<file path="config.mk">
export PLATFORM = sky130hd
export DESIGN_NAME = instr_fetch_unit
export DESIGN_NICKNAME = d
export VERILOG_FILES = /design/src/rtl/cpu_isa_pkg.sv /design/src/rtl/fetch_predecode.sv /design/src/rtl/instr_fetch_unit.sv
export SDC_FILE = /design/constraint.sdc
export NUM_CORES = 1
export LEC_CHECK = 0
export CAP_MARGIN = 30
export CORE_MARGIN = 2
export CORE_UTILIZATION = 47
export CTS_CLUSTER_DIAMETER = 40
export DETAILED_ROUTE_END_ITERATION = 10
export PLACE_DENSITY = 0.82
export SLEW_MARGIN = 40
export SYNTH_ARGS = -nofsm -noshare
export SYNTH_HDL_FRONTEND = slang
export SYNTH_SLANG_ARGS = --single-unit
</file>
<file path="constraint.sdc">
create_clock -name clk -period 2.1 [get_ports clk]
set_input_delay 0.42 -clock clk [delete_from_list [all_inputs] [get_ports clk]]
set_output_delay 0.42 -clock clk [all_outputs]
set_load 0.05 [all_outputs]
</file>
<file path="src/rtl/cpu_isa_pkg.sv">
// ISA constants and types shared by the fetch and decode stages of the
// 10-bit accumulator CPU.
package cpu_isa_pkg;

  localparam int ADDR_W  = 10;
  localparam int INSTR_W = 10;

  typedef logic [INSTR_W-1:0] instr_t;

  localparam logic [3:0] JUMP_OP = 4'b1000;
  localparam logic [3:0] BEQ_OP  = 4'b1010;
  localparam logic [3:0] BNE_OP  = 4'b1011;

  localparam instr_t HALT_WORD = 10'b0010000010;
  localparam instr_t NOP_WORD  = 10'b0000000000;

  typedef enum logic {
    ST_RUN  = 1'b0,
    ST_HALT = 1'b1
  } fetch_state_t;

  function automatic logic [3:0] opcode_of(input instr_t w);
    return w[INSTR_W-1:INSTR_W-4];
  endfunction

endpackage

</file>
<file path="src/rtl/fetch_predecode.sv">
// Combinational pre-decode of a fetched word: spots unconditional jumps and
// the halt word so fetch can act on them without waiting for decode.
module fetch_predecode
  import cpu_isa_pkg::*;
(
  input  instr_t              imem_data,
  output logic                is_jump,
  output logic                is_halt,
  output logic [ADDR_W-1:0]   jump_target
);

  assign is_jump     = (opcode_of(imem_data) == JUMP_OP);
  assign is_halt     = (imem_data == HALT_WORD);
  // Jump targets are a 6-bit absolute address in the low bits of the word.
  assign jump_target = {{(ADDR_W-6){1'b0}}, imem_data[5:0]};

endmodule

</file>
<file path="src/rtl/instr_fetch_unit.sv">
// Instruction fetch: owns the PC, drives the zero-latency ROM address and
// fills the IF/ID register, resolving jumps and halt locally.
module instr_fetch_unit
  import cpu_isa_pkg::*;
#(
  parameter logic [ADDR_W-1:0] RESET_PC = '0,
  parameter int                CNT_W    = 16
) (
  input  logic                clk,
  input  logic                rst,
  output logic [ADDR_W-1:0]   imem_addr,
  input  instr_t              imem_data,
  input  logic                stall,
  input  logic                redirect_valid,
  input  logic [ADDR_W-1:0]   redirect_target,
  output instr_t              instr_out,
  output logic [ADDR_W-1:0]   pc_out,
  output logic                instr_valid,
  output logic                halted,
  output logic [CNT_W-1:0]    fetch_count,
  output fetch_state_t        dbg_state
);

  fetch_state_t        r_state;
  fetch_state_t        w_state_nxt;
  logic [ADDR_W-1:0]   r_pc;
  logic [ADDR_W-1:0]   w_pc_nxt;
  instr_t              r_instr;
  instr_t              w_instr_nxt;
  logic [ADDR_W-1:0]   r_pc_out;
  logic [ADDR_W-1:0]   w_pc_out_nxt;
  logic                r_valid;
  logic                w_valid_nxt;
  logic                r_halted;
  logic                w_halted_nxt;
  logic [CNT_W-1:0]    r_fetch_count;
  logic [CNT_W-1:0]    w_count_nxt;
  logic                w_issue;
  logic                w_is_jump;
  logic                w_is_halt;
  logic [ADDR_W-1:0]   w_jump_target;

  fetch_predecode u_predecode (
    .imem_data   (imem_data),
    .is_jump     (w_is_jump),
    .is_halt     (w_is_halt),
    .jump_target (w_jump_target)
  );

  always_ff @(posedge clk) begin
    if (rst) begin
      r_state       <= ST_RUN;
      r_pc          <= RESET_PC;
      r_instr       <= NOP_WORD;
      r_pc_out      <= '0;
      r_valid       <= 1'b0;
      r_halted      <= 1'b0;
      r_fetch_count <= '0;
    end else begin
      r_state       <= w_state_nxt;
      r_pc          <= w_pc_nxt;
      r_instr       <= w_instr_nxt;
      r_pc_out      <= w_pc_out_nxt;
      r_valid       <= w_valid_nxt;
      r_halted      <= w_halted_nxt;
      r_fetch_count <= w_count_nxt;
    end
  end

  // Redirect outranks everything, including a halt fetched down a wrong path.
  always_comb begin
    w_state_nxt = r_state;
    if (redirect_valid) begin
      w_state_nxt = ST_RUN;
    end else if (r_state == ST_RUN && !stall && !w_is_jump && w_is_halt) begin
      w_state_nxt = ST_HALT;
    end
  end

  always_comb begin
    w_pc_nxt     = r_pc;
    w_instr_nxt  = r_instr;
    w_pc_out_nxt = r_pc_out;
    w_valid_nxt  = r_valid;
    w_halted_nxt = r_halted;
    w_issue      = 1'b0;
    if (redirect_valid) begin
      w_pc_nxt     = redirect_target;
      w_valid_nxt  = 1'b0;
      w_halted_nxt = 1'b0;
    end else if (r_state == ST_HALT) begin
      w_valid_nxt  = 1'b0;
      w_halted_nxt = 1'b1;
    end else if (!stall) begin
      if (w_is_jump) begin
        w_pc_nxt    = w_jump_target;
        w_valid_nxt = 1'b0;
      end else begin
        w_instr_nxt  = imem_data;
        w_pc_out_nxt = r_pc;
        w_valid_nxt  = 1'b1;
        w_issue      = 1'b1;
        if (w_is_halt) begin
          w_halted_nxt = 1'b1;
        end else begin
          w_pc_nxt = r_pc + ADDR_W'(1);
        end
      end
    end
    w_count_nxt = r_fetch_count;
    if (w_issue && (r_fetch_count != {CNT_W{1'b1}})) begin
      w_count_nxt = r_fetch_count + CNT_W'(1);
    end
  end

  assign imem_addr   = r_pc;
  assign instr_out   = r_instr;
  assign pc_out      = r_pc_out;
  assign instr_valid = r_valid;
  assign halted      = r_halted;
  assign fetch_count = r_fetch_count;
  assign dbg_state   = r_state;

endmodule

</file>
==> run metrics <==
Fin Setup TNS 0 ps; post-synth top area cell dfxtp_1; largest net degree at the start of global routing 25; CTS Sinks 49; Synth cell types between 50 and 60; worst hold path class reg -> reg; share of layout cells above drive strength 1 between 10% and 20%; Power Dens Cells roughly 550 nW/um^2; latest clock arrival within the worst-skew pair about 300 ps; Critical Path End imem_addr[9]; Reg-to-Reg Start fetch_count[2]; switching pwr 0.576 mW; GRT overflow 0; root buffer cell clkbuf_8; max incr delay on CP 850 ps; reg2reg end fetch_count[15]; sequential share of power 51.0%; Levels on crit path 1; gpl congestion 0.882; EDFF count, synth 0; H-tree Lvls 2; CTS hold repair buffers 0; fin. max-slew vios 0; Leak Pwr between 1 and 1.5 nW; Power Internal approximately 1.4 mW; switching fraction of total power around 29%; die area about 5800 um^2; Final min period 2040 ps; Mapped Avg Cell Area between 8 and 9 um^2; IO Count 73; post-layout util a little over two thirds; Synth warnings 0; Reg clk slew, reported paths approximately 90 ps; Fmax achieved 0.490 GHz; Via density ~5.6; combinational share of power a little over a fifth; Mapped Cells ~300; peak fanout along the critical path 5; All-Layer GR Usage 24.5%; via count approximately 2,600; Final Cycle Share a little over nine tenths; slew margin rel. 65.6%; Ant. Diodes 0; Area Growth Syn to Fin 46.1%; Required @ worst endpoint around 1700 ps; initial core utilization 48.3%; Syn Nets roughly 320; area of the mapped netlist between 2000 and 2500 um^2; Final ANT Viol Nets 0; number of setup violations in the final report 0; first-pass GRT wire length 11,700 um; Area contributors post-synth dfxtp_1, nand2_1, a21oi_1; vias in the first global route 2,443; Fin Clk Skew 6.93 ps; Die Y 76.2 um; most frequent cells after synthesis nand2_1, dfxtp_1, a21oi_1; Setup CP Type reg -> out; IO Port Bufs 72; fin nets 425; Startpoint Class register; std cell rows 26; sequential fraction of the synthesis area 40.0%; 1st-iter DRT viols 200; part of the power in the clock network approximately 27%; Layout fillers 440; die width between 70 and 80 um; status finished, final reports clean; Main synth FF type dfxtp_1; per-cell routed wire length approximately 15 um; maxcap violations 0; slowest stage cell, crit path clkdlybuf4s50_1; crit end category output pin; Async S/R FF share, synth 0%; DPL Wire Length about 5300 um; crit path DAT around 1600 ps; worst hold slack between 400 and 500 ps; worst setup path startpoint imem_addr[9]; TritonCTS clock tree built; maximum vdd drop 0.000388 V; worst slew pin tran between 500 and 600 ps; CORE AREA 5070 um^2; worst-case reg-to-reg path depth 4; initial antenna violation count 0; RSZ-0062 raised after global routing no; Buffers & Inverters on Critical Path 1; FF-to-FF setup slack approximately 280 ps; DRC viols 0; DR pass1 iterations 5; Longest Clk Path Bufs 2; Yosys reg bits roughly 50; CP delay by family, top buffers and inverters; Final Hold Viols 0; post-synth top area share approximately two fifths; count leader, synth nand2_1; Inserted Clock Buffers 5; Total Wirelength ~7000 um; crit-path cells clkdlybuf4s50_1
-- through the flow --
step | cell area (um^2) | power, mW | instances | worst slack, ps
finish | 3580 | 1.96 | 470 | 60.0
global route | 3580 | 2.04 | 470 | 21.6
CTS | 3550 | 1.97 | 469 | 48.5
detailed placement | 3470 | 1.44 | 461 | -219
global placement | 3470 | 1.43 | 461 | -154
floorplan | 2450 | 1.25 | 296 | 72.5
-- sequential cells by signal, summed over array words and instances (netlist names) --
register,flops
dbg_state,1
imem_addr,10
fetch_count,16
instr_out,10
pc_out,10
instr_valid,1
halted,1
-- cells in the final DEF (no fill, tap or decap), types with 2 or more instances in the layout --
cell type        netlist  routed
inv_1                  9       9
a31oi_1                2       2
o311a_1                2       2
dfxtp_2                0       2
clkdlybuf4s50_1        0      65
o21bai_1               2       2
nand3_1                9       9
mux2i_1                2       2
dlymetal6s2s_1         0       2
mux2_2                 5       5
nand2_1               55      55
nor3_1                 4       4
clkbuf_8               0       5
a311oi_2               2       2
o31a_1                 2       2
ha_1                   2       2
o21a_1                 3       3
o31ai_1                7       7
o21ai_0                7       7
dfxtp_1               49      47
a211o_1                2       2
buf_4                  0      45
xor2_1                 3       3
a211oi_1               4       4
or4_1                  4       4
nor4_1                 2       2
clkbuf_1               8       3
a21oi_1               34      34
nor2b_1                4       4
nand4_1                4       4
nor4b_1                3       3
and4_1                 2       2
and3_1                 7       7
or3_1                  2       2
and2_1                 2       2
nor2_1                20      20
-- cell families (layout without fill, tap and decap cells) --
logic type / after synthesis / after routing / share of synthesized area (%)
xor+xnor: 4 / 4 / 1.43
flops: 49 / 49 / 40.0
fa+ha+maj: 2 / 2 / 1.02
mux: 7 / 7 / 3.12
simple gates: 126 / 126 / 26.2
buf+inv: 26 / 130 / 4.90
compound gates: 82 / 82 / 23.3
-- worst min-delay path by stage --
stage / depth (start not counted) / slack (ps) / end / startpoint
floorplan: 2 / 540 / imem_addr[8] / redirect_target[8]
global placement: 2 / 440 / halted / halted
detailed placement: 2 / 430 / halted / halted
CTS: 2 / 450 / halted / halted
global route: 2 / 470 / pc_out[4] / pc_out[4]
finish: 2 / 450 / halted / halted
-- power by group through the flow --
stage	Clock (mW)	Combinational [mW]	Sequential, mW
final	0.530	0.429	0.996
after global routing	0.588	0.455	1.00
after CTS	0.545	0.426	0.995
after detailed placement	0	0.424	1.02
after global placement	0	0.417	1.02
after floorplan	0	0.123	1.12
-- final cells by class --
class                           instances  area (um^2)  area share [%]
Timing Repair Buffer                  113         1030            28.9
Clock buffer                            8         80.1            2.24
Multi-Input combinational cell        221         1360            38.0
Sequential cell                        49          983            27.5
Inverter                                9         33.8           0.944
Tap cell                               70         87.6            2.45
-- per-layer routing --
metal / GRT usage, % / up-vias / wire (um)
li1: - / 1288 / -
met2: 40.1 / 106 / 3390
met5: 0 / - / 0
met4: 6.91 / 0 / 104
met3: 4.38 / 12 / 419
met1: 33.4 / 1242 / 3090
-- repair_timing --
action,4_1_cts,5_1_grt
resized for setup,0,5
setup endpoints to repair,0,8
setup buffers,0,1
Note: power is estimated with default switching activity, not from simulation.
